### src/rtl/sra_pkg.sv
// ----------------------------------------------------------------------------
// sra_pkg
// Shared definitions for the sequential arithmetic right shifter.
//   SRA_WIDTH / SRA_AMTW : default data width and shift-amount width
//   ST_IDLE / ST_SHIFT / ST_DONE : FSM state encodings
// ----------------------------------------------------------------------------
package sra_pkg;

    localparam int SRA_WIDTH = 8;
    localparam int SRA_AMTW  = 3;

    typedef logic [1:0] state_t;

    localparam state_t ST_IDLE  = 2'd0;
    localparam state_t ST_SHIFT = 2'd1;
    localparam state_t ST_DONE  = 2'd2;

endpackage

### src/rtl/sra_seq_shifter.sv
// ----------------------------------------------------------------------------
// sra_seq_shifter
// Arithmetic right shift, one bit per clock, with a sticky flag that records
// whether any 1 bit was shifted out. One operand is in flight at a time.
//
// Ports
//   clk        : clock, rising-edge active
//   rst        : asynchronous active-high reset
//   in_valid   : operand offered by upstream
//   in_ready   : block can accept an operand (IDLE only)
//   in_data    : signed operand, WIDTH bits
//   in_amt     : unsigned shift amount, AMTW bits
//   out_valid  : result held for downstream (DONE only)
//   out_ready  : downstream takes the result
//   out_data   : shifted result, straight from the working register
//   out_sticky : OR of all bits shifted out
//   busy       : high whenever the FSM is not in IDLE
// ----------------------------------------------------------------------------
module sra_seq_shifter
    import sra_pkg::*;
#(
    parameter int WIDTH = SRA_WIDTH,
    parameter int AMTW  = SRA_AMTW
) (
    input  logic             clk,
    input  logic             rst,
    input  logic             in_valid,
    output logic             in_ready,
    input  logic [WIDTH-1:0] in_data,
    input  logic [AMTW-1:0]  in_amt,
    output logic             out_valid,
    input  logic             out_ready,
    output logic [WIDTH-1:0] out_data,
    output logic             out_sticky,
    output logic             busy
);

    state_t           state;
    logic [WIDTH-1:0] work;
    logic [AMTW-1:0]  cnt;
    logic             sticky;

    // Held low by reset and set on the first clock edge afterwards, so that
    // in_ready stays low while reset is active and rises one edge later.
    logic             armed;

    // FSM, counter and shift register share one process so that the shift,
    // sticky update and counter decrement always move together.
    always_ff @(posedge clk or posedge rst) begin
        if (rst) begin
            state  <= ST_IDLE;
            work   <= '0;
            cnt    <= '0;
            sticky <= 1'b0;
            armed  <= 1'b0;
        end else begin
            armed <= 1'b1;
            case (state)
                ST_IDLE: begin
                    if (in_valid && in_ready) begin
                        work   <= in_data;
                        cnt    <= in_amt;
                        sticky <= 1'b0;
                        state  <= (in_amt == '0) ? ST_DONE : ST_SHIFT;
                    end
                end
                ST_SHIFT: begin
                    // The nonzero guard keeps the counter from wrapping; a
                    // zero count here can only mean corruption, so finish.
                    if (cnt != '0) begin
                        work   <= {work[WIDTH-1], work[WIDTH-1:1]};
                        sticky <= sticky | work[0];
                        cnt    <= cnt - AMTW'(1);
                        if (cnt == AMTW'(1)) begin
                            state <= ST_DONE;
                        end
                    end else begin
                        state <= ST_DONE;
                    end
                end
                ST_DONE: begin
                    if (out_ready) begin
                        state <= ST_IDLE;
                    end
                end
                default: begin
                    state <= ST_IDLE;
                end
            endcase
        end
    end

    assign in_ready   = armed && (state == ST_IDLE);
    assign out_valid  = (state == ST_DONE);
    assign busy       = (state != ST_IDLE);
    assign out_data   = work;
    assign out_sticky = sticky;

endmodule

### config.mk
export PLATFORM = sky130hd
export DESIGN_NAME = sra_seq_shifter
export DESIGN_NICKNAME = d
export VERILOG_FILES = /design/src/rtl/sra_pkg.sv /design/src/rtl/sra_seq_shifter.sv
export SDC_FILE = /design/constraint.sdc
export NUM_CORES = 1
export LEC_CHECK = 0
export ABC_AREA = 1
export CAP_MARGIN = 30
export CELL_PAD_IN_SITES_DETAIL_PLACEMENT = 1
export CELL_PAD_IN_SITES_GLOBAL_PLACEMENT = 1
export CORE_MARGIN = 5
export CORE_UTILIZATION = 28
export CTS_CLUSTER_SIZE = 20
export DETAILED_ROUTE_END_ITERATION = 12
export PLACE_DENSITY = 0.78
export SYNTH_ARGS = -nofsm -noshare
export SYNTH_HDL_FRONTEND = slang
export SYNTH_SLANG_ARGS = --single-unit
### constraint.sdc
create_clock -name clk -period 1.3 [get_ports clk]
set_clock_uncertainty 0.2 [all_clocks]
set_input_delay 0.195 -clock clk [delete_from_list [all_inputs] [get_ports clk]]
set_output_delay 0.195 -clock clk [all_outputs]
set_load 0.02 [all_outputs]
==> metrics.log <==
INFO  metric floorplan.rows = 20
INFO  metric ys_types = 18
INFO  metric critical_path.max_fanout = 3
INFO  metric detail_route.wl_per_cell = 15.0 um
INFO  metric power.static_leakage = approximately 0.7 nW
INFO  metric io_count = 27
INFO  metric dr_total_vias = 893
INFO  metric detail_route.wirelength = approximately 2900 um
INFO  metric netlist_instances = 113
INFO  metric insertedDiodeCount = 0
INFO  metric cts_num_sinks = 15
INFO  metric dpl.hpwl = 1900 um
INFO  metric violations = hold timing, setup timing
INFO  metric floorplan.die_area = 4250 sq um
INFO  metric share_seq_of_total_power = 23.6%
INFO  metric fin_nets = 178
INFO  metric detailedRoute.firstPassIterationCount = 4
INFO  metric vias_in_the_first_global_route = ~1100
INFO  metric timing.final.hold_violations = 7
INFO  metric clock_path_buffers = 2
INFO  metric top_layer = met4
INFO  metric number_of_filler_instances_in_the_final_layout = 362
INFO  metric final-setup-viol-count = 17
INFO  metric ant_nets = 0
INFO  metric power.net_switching = roughly 1.7 mW
INFO  metric post_route_cells_drive_above_1_share = 38.4%
INFO  metric power.density_cell_area = around 2400 nW/um^2
INFO  metric unrepaired_setup_endpoints_after_global_routing = true
INFO  metric finalWeightedCongestion = 0.666
INFO  metric critPathCaptureType = output port
INFO  metric floorplan.core_area = 2980 sq um
INFO  metric drtIter0Drc = 14
INFO  metric synth-warning-count = 0
INFO  metric grt_usage = 14.9%
INFO  metric layout-area-overhead-vs-synth = 63.3%
INFO  metric cp.required = ~0.90 ns
INFO  metric power.ir.vdd_worst = 0.932 mV
INFO  metric cts_clock_pin_slew_for_the_worst_setup_and_hold_paths = ~0.1 ns
INFO  metric fmaxAchievable = 0.660 GHz
INFO  metric fin_ws = -0.214 ns
INFO  metric final_min_period_over_clock_period = 116%
INFO  metric p_sw_share = 49.5%
INFO  metric drcViolationCount = 0
INFO  metric vias_per_cell = 4.65
INFO  metric status = finished, violations left
INFO  metric timing.critical_path.arrival = 1.12 ns
INFO  metric initial_core_util = 28.6%
INFO  metric fin_setup_tns = -2.59 ns
INFO  metric synth.ff_latch_count = 15
INFO  metric type_of_the_setup_path_with_the_least_slack = flip-flop to output port
INFO  metric cap_viol_max_count = 0
INFO  metric combinationalPowerShare = 68.0%
INFO  metric grt_max_degree = 19
INFO  metric post_synth_instance_area = 852 sq um
INFO  metric internal-power = 1.70 mW
INFO  metric dr_wl_met2 = 1510 um
INFO  metric antenna_violations_before_repair = 0
INFO  metric width_of_the_die = between 60 and 70 um
INFO  metric final.hold.worst_slack = -0.00132 ns
INFO  metric die_height = roughly 65 um
INFO  metric hold_path.class = primary input to async pin
INFO  metric tritoncts = yes
INFO  metric met1_length = 1210 um
INFO  metric synth_area_per_cell = approximately 7.5 sq um
INFO  metric sequential_cell_area_fraction_in_the_yosys_report = 44.1%
INFO  metric grt_remaining_overflow = 0
INFO  metric clockPowerShare = 8.4%
INFO  metric h-tree-depth = 1
INFO  metric post-route-min-period = 1.51 ns
INFO  metric met3_length = 111 um
INFO  metric timing_max_transition_violations_final = 0
INFO  metric syn_nets = 131
INFO  metric sort_of_element_at_the_start_of_the_critical_path = flip-flop
INFO  metric cts_root_buffer = sky130_fd_sc_hd__clkbuf_4
INFO  metric io_buffer_count = 26
INFO  metric clock_insertion_delay_worst_skew = roughly 0.29 ns
INFO  metric cts_buffers = 3
INFO  metric first_pass_grt_wire_length = 4890 um
==> layout make-up <==
cell class              instances  area (sq um)  share of cell area (%)
well taps                      33          41.3                    2.97
multi-input cells              81           534                    38.4
flip-flops and latches         15           375                    27.0
inverters                      18          72.6                    5.22
repair buffers                 41           340                    24.5
clock buffers                   3          22.5                    1.62
clock inverters                 1          5.00                   0.360
==> worst paths after layout <==
check	start	end	slack (ns)	cells after the start
setup / recovery	state[1]	in_ready	-0.21	4
hold / removal	rst	out_sticky	-0.001	3
setup reg to reg	state[1]	out_sticky	-0.20	7
hold reg to reg	out_data[3]	out_data[3]	0.36	2
max in group asynchronous	rst	cnt[1]	0.72	3
min in group clk	in_data[7]	out_data[7]	0.29	3
==> worst max-delay path, cell delays in order (launching register included) <==
cell and delay [ns]:
sky130_fd_sc_hd__dfrtp_1 0.42, sky130_fd_sc_hd__inv_2 0.11, sky130_fd_sc_hd__nand2_4 0.07, sky130_fd_sc_hd__nor2_4 0.11, sky130_fd_sc_hd__buf_6 0.12
==> state kept, by name (all words and copies together), names as in the netlist <==
register / count
armed: 1
cnt: 3
out_data: 8
out_sticky: 1
state: 2
==> repair_timing <==
item	CTS	global route
hold buffers	0	0
setup endpoints to repair	26	17
pin swaps	5	8
gates resized for setup	70	16
setup buffers	1	2
cloned	3	0
==> power groups by stage <==
stage / Combinational, mW / Sequential, mW / Clock (mW)
floorplan: 0.948 / 0.953 / 0
CTS: 2.11 / 0.791 / 0.282
global placement: 1.77 / 0.785 / 0
detailed placement: 1.86 / 0.793 / 0
finish: 2.29 / 0.794 / 0.283
global route: 2.54 / 0.825 / 0.318
==> cell usage after synthesis, drive strengths merged <==
library cell / number / area share (%)
a21oi: 1 / 0.59
buf: 2 / 3.1
conb: 1 / 0.44
dfrtp: 15 / 44
ha: 3 / 4.4
inv: 18 / 7.9
nand2: 42 / 20
nand3: 3 / 2.3
nand4: 1 / 0.73
nor2: 5 / 3.1
o21ai: 22 / 13
==> through the flow <==
stage | power, mW | worst slack (ns) | utilization [%] | cell area, sq um | instances
after floorplan | 1.90 | -0.0221 | - | 880 | 113
after global placement | 2.56 | -0.311 | 41.8 | 1240 | 182
after detailed placement | 2.66 | -0.364 | 41.8 | 1240 | 182
after CTS | 3.19 | -0.198 | 45.0 | 1340 | 190
after global routing | 3.68 | -0.284 | 46.7 | 1390 | 192
final | 3.37 | -0.214 | 46.7 | 1390 | 192
==> placed cells by master, fill, tap and decap left out <==
cell type / instances
sky130_fd_sc_hd__nand2_1: 30
sky130_fd_sc_hd__clkinv_2: 1
sky130_fd_sc_hd__inv_6: 1
sky130_fd_sc_hd__o21ai_1: 7
sky130_fd_sc_hd__nand3_1: 1
sky130_fd_sc_hd__inv_2: 4
sky130_fd_sc_hd__a21oi_2: 1
sky130_fd_sc_hd__buf_6: 6
sky130_fd_sc_hd__inv_1: 13
sky130_fd_sc_hd__nand3_4: 2
sky130_fd_sc_hd__nor2_2: 1
sky130_fd_sc_hd__nand2_2: 7
sky130_fd_sc_hd__ha_1: 2
sky130_fd_sc_hd__buf_2: 10
sky130_fd_sc_hd__nand2_4: 6
sky130_fd_sc_hd__clkbuf_4: 3
sky130_fd_sc_hd__dfrtp_1: 15
sky130_fd_sc_hd__o21ai_2: 2
sky130_fd_sc_hd__buf_4: 11
sky130_fd_sc_hd__o21ai_0: 13
sky130_fd_sc_hd__nor2_4: 3
sky130_fd_sc_hd__nand4_1: 1
sky130_fd_sc_hd__conb_1: 1
sky130_fd_sc_hd__clkdlybuf4s50_1: 14
sky130_fd_sc_hd__ha_4: 1
sky130_fd_sc_hd__nor2_1: 1
sky130_fd_sc_hd__nand2_8: 2
==> cell families (layout without fill, tap and decap cells) <==
kind of cell / Yosys count / after routing / share of synthesized area [%]
adder cells (fa/ha/maj): 3 / 3 / 4.41
AO/OA/AOI/OAI: 23 / 23 / 13.9
other: 1 / 1 / 0.440
AND/OR/NAND/NOR: 51 / 54 / 26.1
flip-flops: 15 / 15 / 44.1
buffers and inverters: 20 / 63 / 11.0
==> routing by layer <==
layer | GRT usage [%] | vias up
met5 | 0 | -
met4 | 5.18 | 0
met3 | 3.08 | 7
met2 | 26.2 | 26
met1 | 17.8 | 415
li1 | - | 445
No activity file was read; power rests on OpenSTA's default activity.
